==> src/rtl/vga_pkg.sv <==
`default_nettype none
// +----------------------------------------------------------------------+
// | vga_pkg                                                              |
// | Shared display geometry, frame-buffer sizing and grant encoding.     |
// | Revision: 1.0                                                        |
// +----------------------------------------------------------------------+
package vga_pkg;

  localparam int H_DISP      = 640;
  localparam int V_DISP      = 480;
  localparam int SCALE_SHIFT = 2;
  localparam int ADDR_W      = 15;
  localparam int DATA_W      = 8;

  localparam int FB_W    = H_DISP >> SCALE_SHIFT;
  localparam int FB_H    = V_DISP >> SCALE_SHIFT;
  localparam int FB_SIZE = FB_W * FB_H;

  // RGB332 pixel
  typedef logic [DATA_W-1:0] pixel_t;

  typedef enum logic [1:0] {
    IDLE = 2'd0,
    RD   = 2'd1,
    WR   = 2'd2
  } grant_e;

endpackage
`default_nettype wire

==> src/rtl/vga_fb_arbiter_if.sv <==
`default_nettype none
// +----------------------------------------------------------------------+
// | vga_fb_arbiter_if                                                    |
// | Writer handshake and frame-buffer RAM port bundle.                   |
// | Revision: 1.0                                                        |
// +----------------------------------------------------------------------+
interface vga_fb_arbiter_if #(
  parameter int ADDR_W = vga_pkg::ADDR_W,
  parameter int DATA_W = vga_pkg::DATA_W
) ();

  logic              wr_req;
  logic [ADDR_W-1:0] wr_addr;
  logic [DATA_W-1:0] wr_data;
  logic              wr_ack;
  logic              wr_err;
  logic              err_clr;
  logic              vblank_only;

  logic              mem_en;
  logic              mem_we;
  logic [ADDR_W-1:0] mem_addr;
  logic [DATA_W-1:0] mem_wdata;
  logic [DATA_W-1:0] mem_rdata;

  // Arbiter side: owns the RAM port and answers the writer
  modport master (
    input  wr_req, wr_addr, wr_data, err_clr, vblank_only, mem_rdata,
    output wr_ack, wr_err, mem_en, mem_we, mem_addr, mem_wdata
  );

  // Environment side: the pixel writer plus the RAM
  modport slave (
    output wr_req, wr_addr, wr_data, err_clr, vblank_only, mem_rdata,
    input  wr_ack, wr_err, mem_en, mem_we, mem_addr, mem_wdata
  );

endinterface
`default_nettype wire

==> src/rtl/vga_fb_addr_gen.sv <==
`default_nettype none
// +----------------------------------------------------------------------+
// | vga_fb_addr_gen                                                      |
// | Maps screen (x,y) to a down-scaled frame-buffer address, shift-add.  |
// | Revision: 1.0                                                        |
// +----------------------------------------------------------------------+
module vga_fb_addr_gen #(
  parameter int ADDR_W = vga_pkg::ADDR_W
) (
  input  logic [9:0]        i_pixel_x,
  input  logic [9:0]        i_pixel_y,
  output logic [ADDR_W-1:0] o_rd_addr
);
  import vga_pkg::*;

  localparam logic [15:0] c_fb_w_bits = 16'(FB_W);

  logic [ADDR_W-1:0] w_x_s;
  logic [ADDR_W-1:0] w_y_s;
  logic [ADDR_W-1:0] w_row_base;

  assign w_x_s = ADDR_W'(i_pixel_x >> SCALE_SHIFT);
  assign w_y_s = ADDR_W'(i_pixel_y >> SCALE_SHIFT);

  // y*FB_W as a sum of shifted copies of y, one per set bit of FB_W
  always_comb begin
    w_row_base = '0;
    for (int k = 0; k < 16; k++) begin
      if (c_fb_w_bits[k]) begin
        w_row_base = w_row_base + (w_y_s << k);
      end
    end
  end

  assign o_rd_addr = w_row_base + w_x_s;

endmodule
`default_nettype wire

==> src/rtl/vga_fb_arbiter.sv <==
`default_nettype none
// +----------------------------------------------------------------------+
// | vga_fb_arbiter                                                       |
// | Shares one frame-buffer RAM between VGA scan-out and a pixel writer. |
// | Revision: 1.0                                                        |
// +----------------------------------------------------------------------+
module vga_fb_arbiter #(
  parameter int ADDR_W = vga_pkg::ADDR_W,
  parameter int DATA_W = vga_pkg::DATA_W
) (
  input  logic              clk,
  input  logic              reset_n,
  input  logic              p_tick,
  input  logic              video_on_in,
  input  logic              hsync_in,
  input  logic              vsync_in,
  input  logic [9:0]        pixel_x,
  input  logic [9:0]        pixel_y,
  vga_fb_arbiter_if.master  bus,
  output logic [DATA_W-1:0] rgb,
  output logic              hsync,
  output logic              vsync,
  output logic              video_on
);
  import vga_pkg::*;

  localparam logic [9:0]        c_v_disp  = 10'(V_DISP);
  localparam logic [ADDR_W-1:0] c_fb_size = ADDR_W'(FB_SIZE);

  grant_e            w_grant;
  logic [ADDR_W-1:0] w_rd_addr;
  logic              w_wr_oor;

  logic              r_mem_en;
  logic              r_mem_we;
  logic [ADDR_W-1:0] r_mem_addr;
  logic [DATA_W-1:0] r_mem_wdata;
  logic              r_wr_ack;
  logic              r_wr_err;
  logic [1:0]        r_hs_pipe;
  logic [1:0]        r_vs_pipe;
  logic [1:0]        r_von_pipe;
  logic [1:0]        r_rd_pipe;
  logic [DATA_W-1:0] r_rgb_hold;

  vga_fb_addr_gen #(
    .ADDR_W (ADDR_W)
  ) u_addr_gen (
    .i_pixel_x (pixel_x),
    .i_pixel_y (pixel_y),
    .o_rd_addr (w_rd_addr)
  );

  assign w_wr_oor = (bus.wr_addr >= c_fb_size);

  // Scan-out has absolute priority; r_wr_ack stops a request being granted twice
  always_comb begin
    w_grant = IDLE;
    if (p_tick && video_on_in) begin
      w_grant = RD;
    end else if (bus.wr_req && !r_wr_ack &&
                 (!bus.vblank_only || (pixel_y >= c_v_disp))) begin
      w_grant = WR;
    end
  end

  always_ff @(posedge clk or negedge reset_n) begin
    if (!reset_n) begin
      r_mem_en    <= 1'b0;
      r_mem_we    <= 1'b0;
      r_mem_addr  <= '0;
      r_mem_wdata <= '0;
      r_wr_ack    <= 1'b0;
      r_wr_err    <= 1'b0;
    end else begin
      r_mem_en <= 1'b0;
      r_mem_we <= 1'b0;
      r_wr_ack <= (w_grant == WR);
      case (w_grant)
        RD: begin
          r_mem_en   <= 1'b1;
          r_mem_addr <= w_rd_addr;
        end
        WR: begin
          if (!w_wr_oor) begin
            r_mem_en    <= 1'b1;
            r_mem_we    <= 1'b1;
            r_mem_addr  <= bus.wr_addr;
            r_mem_wdata <= bus.wr_data;
          end
        end
        default: ;
      endcase
      if ((w_grant == WR) && w_wr_oor) begin
        r_wr_err <= 1'b1;
      end else if (bus.err_clr) begin
        r_wr_err <= 1'b0;
      end
    end
  end

  // Two-stage alignment: one clk to the registered RAM port, one clk of RAM latency
  always_ff @(posedge clk or negedge reset_n) begin
    if (!reset_n) begin
      r_hs_pipe  <= '0;
      r_vs_pipe  <= '0;
      r_von_pipe <= '0;
      r_rd_pipe  <= '0;
      r_rgb_hold <= '0;
    end else begin
      r_hs_pipe  <= {r_hs_pipe[0], hsync_in};
      r_vs_pipe  <= {r_vs_pipe[0], vsync_in};
      r_von_pipe <= {r_von_pipe[0], video_on_in};
      r_rd_pipe  <= {r_rd_pipe[0], (w_grant == RD)};
      if (r_rd_pipe[1]) begin
        r_rgb_hold <= bus.mem_rdata;
      end
    end
  end

  // Fresh RAM data on the cycle it arrives, held copy on the following non-tick cycle
  always_comb begin
    rgb = '0;
    if (r_von_pipe[1]) begin
      rgb = r_rd_pipe[1] ? bus.mem_rdata : r_rgb_hold;
    end
  end

  assign hsync         = r_hs_pipe[1];
  assign vsync         = r_vs_pipe[1];
  assign video_on      = r_von_pipe[1];
  assign bus.mem_en    = r_mem_en;
  assign bus.mem_we    = r_mem_we;
  assign bus.mem_addr  = r_mem_addr;
  assign bus.mem_wdata = r_mem_wdata;
  assign bus.wr_ack    = r_wr_ack;
  assign bus.wr_err    = r_wr_err;

endmodule
`default_nettype wire

==> src/flat_wrapper.sv <==
// flat-port wrapper written by rule: the top's interface ports become plain ports
module vga_fb_arbiter_flat import vga_pkg::*;
#(
  parameter int ADDR_W = vga_pkg::ADDR_W,
  parameter int DATA_W = vga_pkg::DATA_W
)
  (clk, reset_n, p_tick, video_on_in, hsync_in, vsync_in, pixel_x, pixel_y, rgb, hsync, vsync, video_on, bus_wr_req, bus_wr_addr, bus_wr_data, bus_err_clr, bus_vblank_only, bus_mem_rdata, bus_wr_ack, bus_wr_err, bus_mem_en, bus_mem_we, bus_mem_addr, bus_mem_wdata);
  vga_fb_arbiter_if #(.ADDR_W(ADDR_W), .DATA_W(DATA_W)) bus_i ();
  input  logic clk;
  input  logic reset_n;
  input  logic p_tick;
  input  logic video_on_in;
  input  logic hsync_in;
  input  logic vsync_in;
  input  logic [9:0] pixel_x;
  input  logic [9:0] pixel_y;
  output logic [DATA_W-1:0] rgb;
  output logic hsync;
  output logic vsync;
  output logic video_on;
  input wire logic [$bits(bus_i.wr_req)-1:0] bus_wr_req;
  input wire logic [$bits(bus_i.wr_addr)-1:0] bus_wr_addr;
  input wire logic [$bits(bus_i.wr_data)-1:0] bus_wr_data;
  input wire logic [$bits(bus_i.err_clr)-1:0] bus_err_clr;
  input wire logic [$bits(bus_i.vblank_only)-1:0] bus_vblank_only;
  input wire logic [$bits(bus_i.mem_rdata)-1:0] bus_mem_rdata;
  output wire logic [$bits(bus_i.wr_ack)-1:0] bus_wr_ack;
  output wire logic [$bits(bus_i.wr_err)-1:0] bus_wr_err;
  output wire logic [$bits(bus_i.mem_en)-1:0] bus_mem_en;
  output wire logic [$bits(bus_i.mem_we)-1:0] bus_mem_we;
  output wire logic [$bits(bus_i.mem_addr)-1:0] bus_mem_addr;
  output wire logic [$bits(bus_i.mem_wdata)-1:0] bus_mem_wdata;
  assign bus_i.wr_req = bus_wr_req;
  assign bus_i.wr_addr = bus_wr_addr;
  assign bus_i.wr_data = bus_wr_data;
  assign bus_i.err_clr = bus_err_clr;
  assign bus_i.vblank_only = bus_vblank_only;
  assign bus_i.mem_rdata = bus_mem_rdata;
  assign bus_wr_ack = bus_i.wr_ack;
  assign bus_wr_err = bus_i.wr_err;
  assign bus_mem_en = bus_i.mem_en;
  assign bus_mem_we = bus_i.mem_we;
  assign bus_mem_addr = bus_i.mem_addr;
  assign bus_mem_wdata = bus_i.mem_wdata;
  vga_fb_arbiter #(.ADDR_W(ADDR_W), .DATA_W(DATA_W)) u_core (.clk(clk), .reset_n(reset_n), .p_tick(p_tick), .video_on_in(video_on_in), .hsync_in(hsync_in), .vsync_in(vsync_in), .pixel_x(pixel_x), .pixel_y(pixel_y), .bus(bus_i), .rgb(rgb), .hsync(hsync), .vsync(vsync), .video_on(video_on));
endmodule
==> config.mk <==
export PLATFORM = sky130hd
export DESIGN_NAME = vga_fb_arbiter_flat
export DESIGN_NICKNAME = d
export VERILOG_FILES = /design/src/rtl/vga_pkg.sv /design/src/rtl/vga_fb_arbiter_if.sv /design/src/rtl/vga_fb_addr_gen.sv /design/src/rtl/vga_fb_arbiter.sv /design/src/flat_wrapper.sv
export SDC_FILE = /design/constraint.sdc
export NUM_CORES = 1
export LEC_CHECK = 0
export BUFFER_PORTS_ARGS = -buffer_cell sky130_fd_sc_hd__buf_2
export CAP_MARGIN = 20
export CORE_UTILIZATION = 51
export DETAILED_ROUTE_END_ITERATION = 10
export PLACE_DENSITY_LB_ADDON = 0.1
export SLEW_MARGIN = 0
export SYNTH_ARGS = -nofsm -noshare
export SYNTH_HDL_FRONTEND = slang
export SYNTH_SLANG_ARGS = --single-unit
==> constraint.sdc <==
create_clock -name clk -period 2.4 [get_ports clk]
set_input_delay 0.48 -clock clk [delete_from_list [all_inputs] [get_ports clk]]
set_output_delay 0.48 -clock clk [all_outputs]
set_load 0.03 [all_outputs]
==> metrics <==
synth warn=0; FF+latch count, synth=43; IO Pins=98; library cell with the highest instance count after synthesis=dfrtp_1; Synth area leader=dfrtp_1; IO buf count=93; Main synth FF type=dfrtp_1; row cnt=23; first-pass GRT wire length=7.61 mm; Synth top cells by count=dfrtp_1 (43), nand2_1 (16), ha_1 (15); static leakage=about 1.6 nW; Post-CTS Hold Fix Bufs=0; post-route setup TNS=0 ns; fraction of registers with async set/reset=1.00; kind of critical path=in -> reg; largest net degree at the start of global routing=26; Setup WS pre-CTS=-0.268 ns; Pre-antenna DRT Iters=4; Die X=68.0 µm; Setup Buffers After CTS=0; routability cong.=0.906; final hold vios=0; hold crit path type=in -> async; Post-synth EDFFs=0; GRT Overall Usage=0.223; CP startpoint kind=input pin; post-layout util=0.740; via/cell ratio=between 5 and 6; clock root buffer=clkbuf_8; Max-slew headroom=0.597; CTS Buffer Depth=2; count of cell types in the netlist=40; Synth Cell Area=0.00222 mm²; Initial Util=0.543; Final setup viols=0; area added between synthesis and finish=36.2%; Avg Inst Size Synth=11.6 µm²; # Max-Cap Violations=0; vias in the first global route=1718; top post-synthesis cells by area=dfrtp_1 (48%), ha_1 (8.5%), mux2_4 (6.1%); WL/cell=13.4 µm; DR vias=approximately 1800; PD cells=780 mW/mm²; Slew Limit Fails=0; RSZ-0062 raised after global routing=no; post-DP HPWL=between 3 and 4 mm; Final min period=2.31 ns; post-CTS sizing=0; Worst EP required=2.62 ns; Worst-Margin Slew=0.605 ns; TritonCTS buffer count=5; die extent in y=68.0 µm; Detailed Route Iter0 Violations=121; Final Hold Slack=0.113 ns; status=completed; Final ANT Viol Nets=0; Worst Skew=around 0.005 ns; top-area cell type share of the netlist area=0.485; register area share after synthesis=0.485; initial antenna violation count=0; Finished Layout Cells=357; DRC errors left=0; overall routed net length=roughly 4.8 mm; Syn Inst Count=192; critical path arrival=~2.5 ns; final worst-path setup slack=0.0891 ns; # diodes=0; CTS H-Tree Depth=2; Inst Count DP=~350; clk sinks=43; CP endpoint kind=flop; total grt overflow=0; Clock transition at path regs=0.08 ns; syn nets=approximately 270; Core Area=about 0.004 mm²; layout cells sized above 1=0.450; CP max FO=2; FMAX=433 MHz; Final period util=0.963; nets@finish=383; TritonCTS clock tree=done; Max rail drop VDD=344 µV; Worst-Skew Late Latency=0.29 ns; Die ar.=0.00462 mm²
## stage by stage
step	area (µm²)	power (W)
after floorplan	2240	0.00144
after global placement	2890	0.00170
after detailed placement	2890	0.00172
after CTS	3020	0.00238
after global routing	3030	0.00249
final	3030	0.00236
## final cells by class
class	count	area, µm²
well taps	50	62.6
clock buffers	6	72.6
inverters	10	37.5
clock inverters	2	60.1
fillers	321	1060
repair buffers	112	608
multi-input cells	134	1110
flip-flops and latches	43	1080
## flip-flops by register name (all words and copies together) (netlist names)
name / cells
u_core.r_hs_pipe: 2
u_core.r_rd_pipe: 2
u_core.bus.wr_err: 1
u_core.bus.mem_we: 1
u_core.bus.mem_en: 1
u_core.bus.mem_wdata: 8
u_core.r_rgb_hold: 8
u_core.r_vs_pipe: 2
u_core.bus.mem_addr: 15
u_core.r_von_pipe: 2
u_core.bus.wr_ack: 1
## power by group
group          internal [W]  switching [W]  total (W)  leakage (nW)
sequential         0.000845      0.0000567   0.000902         0.514
combinational      0.000322       0.000484   0.000806          1.04
clock              0.000416       0.000235   0.000651        0.0654
total               0.00158       0.000776    0.00236          1.62
## routing by layer
| layer | wire length, µm | GRT usage |
|---|---|---|
| met1 | 2010 | 0.271 |
| met2 | 2460 | 0.388 |
| met3 | 286 | 0.0517 |
| met4 | 41 | 0.0703 |
| met5 | 0 | 0 |
## cells by family after synthesis
logic type	count (synthesis)	share of synthesized area
flip-flops	43	0.485
multiplexers	26	0.142
AND/OR/NAND/NOR	47	0.106
buffers and inverters	15	0.0276
adder cells (fa/ha/maj)	17	0.103
AO/OA/AOI/OAI	42	0.129
XOR/XNOR	2	0.00789
## path summary, 6_finish.rpt
kind,startpoint,to,slack [ns],cells past startpoint
hold / removal,reset_n,u_core.r_hs_pipe[1],0.11,1
setup / recovery,pixel_x[9],u_core.bus.mem_addr[13],0.09,10
hold reg to reg,u_core.r_vs_pipe[0],u_core.r_vs_pipe[1],0.35,0
max in group asynchronous,reset_n,u_core.bus.wr_err,1.63,2
setup reg to reg,u_core.bus.wr_ack,u_core.bus.mem_wdata[2],0.69,4
min in group clk,hsync_in,u_core.r_hs_pipe[0],0.30,1
## critical path, cell delays in order
cell	delay, ns
buf_2	0.07
inv_1	0.04
fa_1	0.55
inv_2	0.06
ha_4	0.21
a211oi_2	0.20
nor2_1	0.09
a221o_1	0.34
mux2_4	0.31
nor3_2	0.15
## layout by cell type (no fill, tap or decap), drive strengths merged
| cell type | n |
|---|---|
| buf | 112 |
| dfrtp | 43 |
| mux2 | 17 |
| nand2 | 16 |
| ha | 15 |
| o21ai | 12 |
| inv | 10 |
| mux2i | 9 |
| and2 | 8 |
| a21oi | 8 |
| a21o | 7 |
| nor2 | 6 |
| clkbuf | 6 |
| a211oi | 5 |
| nor3 | 4 |
| nand3 | 3 |
| o21a | 3 |
| nand4 | 2 |
| nand2b | 2 |
| nor4 | 2 |
| fa | 2 |
| bufinv | 2 |
| and3 | 2 |
| nor2b | 1 |
| a21boi | 1 |
| a31o | 1 |
| or3 | 1 |
| o211ai | 1 |
| a221o | 1 |
| o311ai | 1 |
| o21bai | 1 |
| a2111o | 1 |
| xor2 | 1 |
| xnor2 | 1 |
Note: power is estimated with default switching activity, not from simulation.
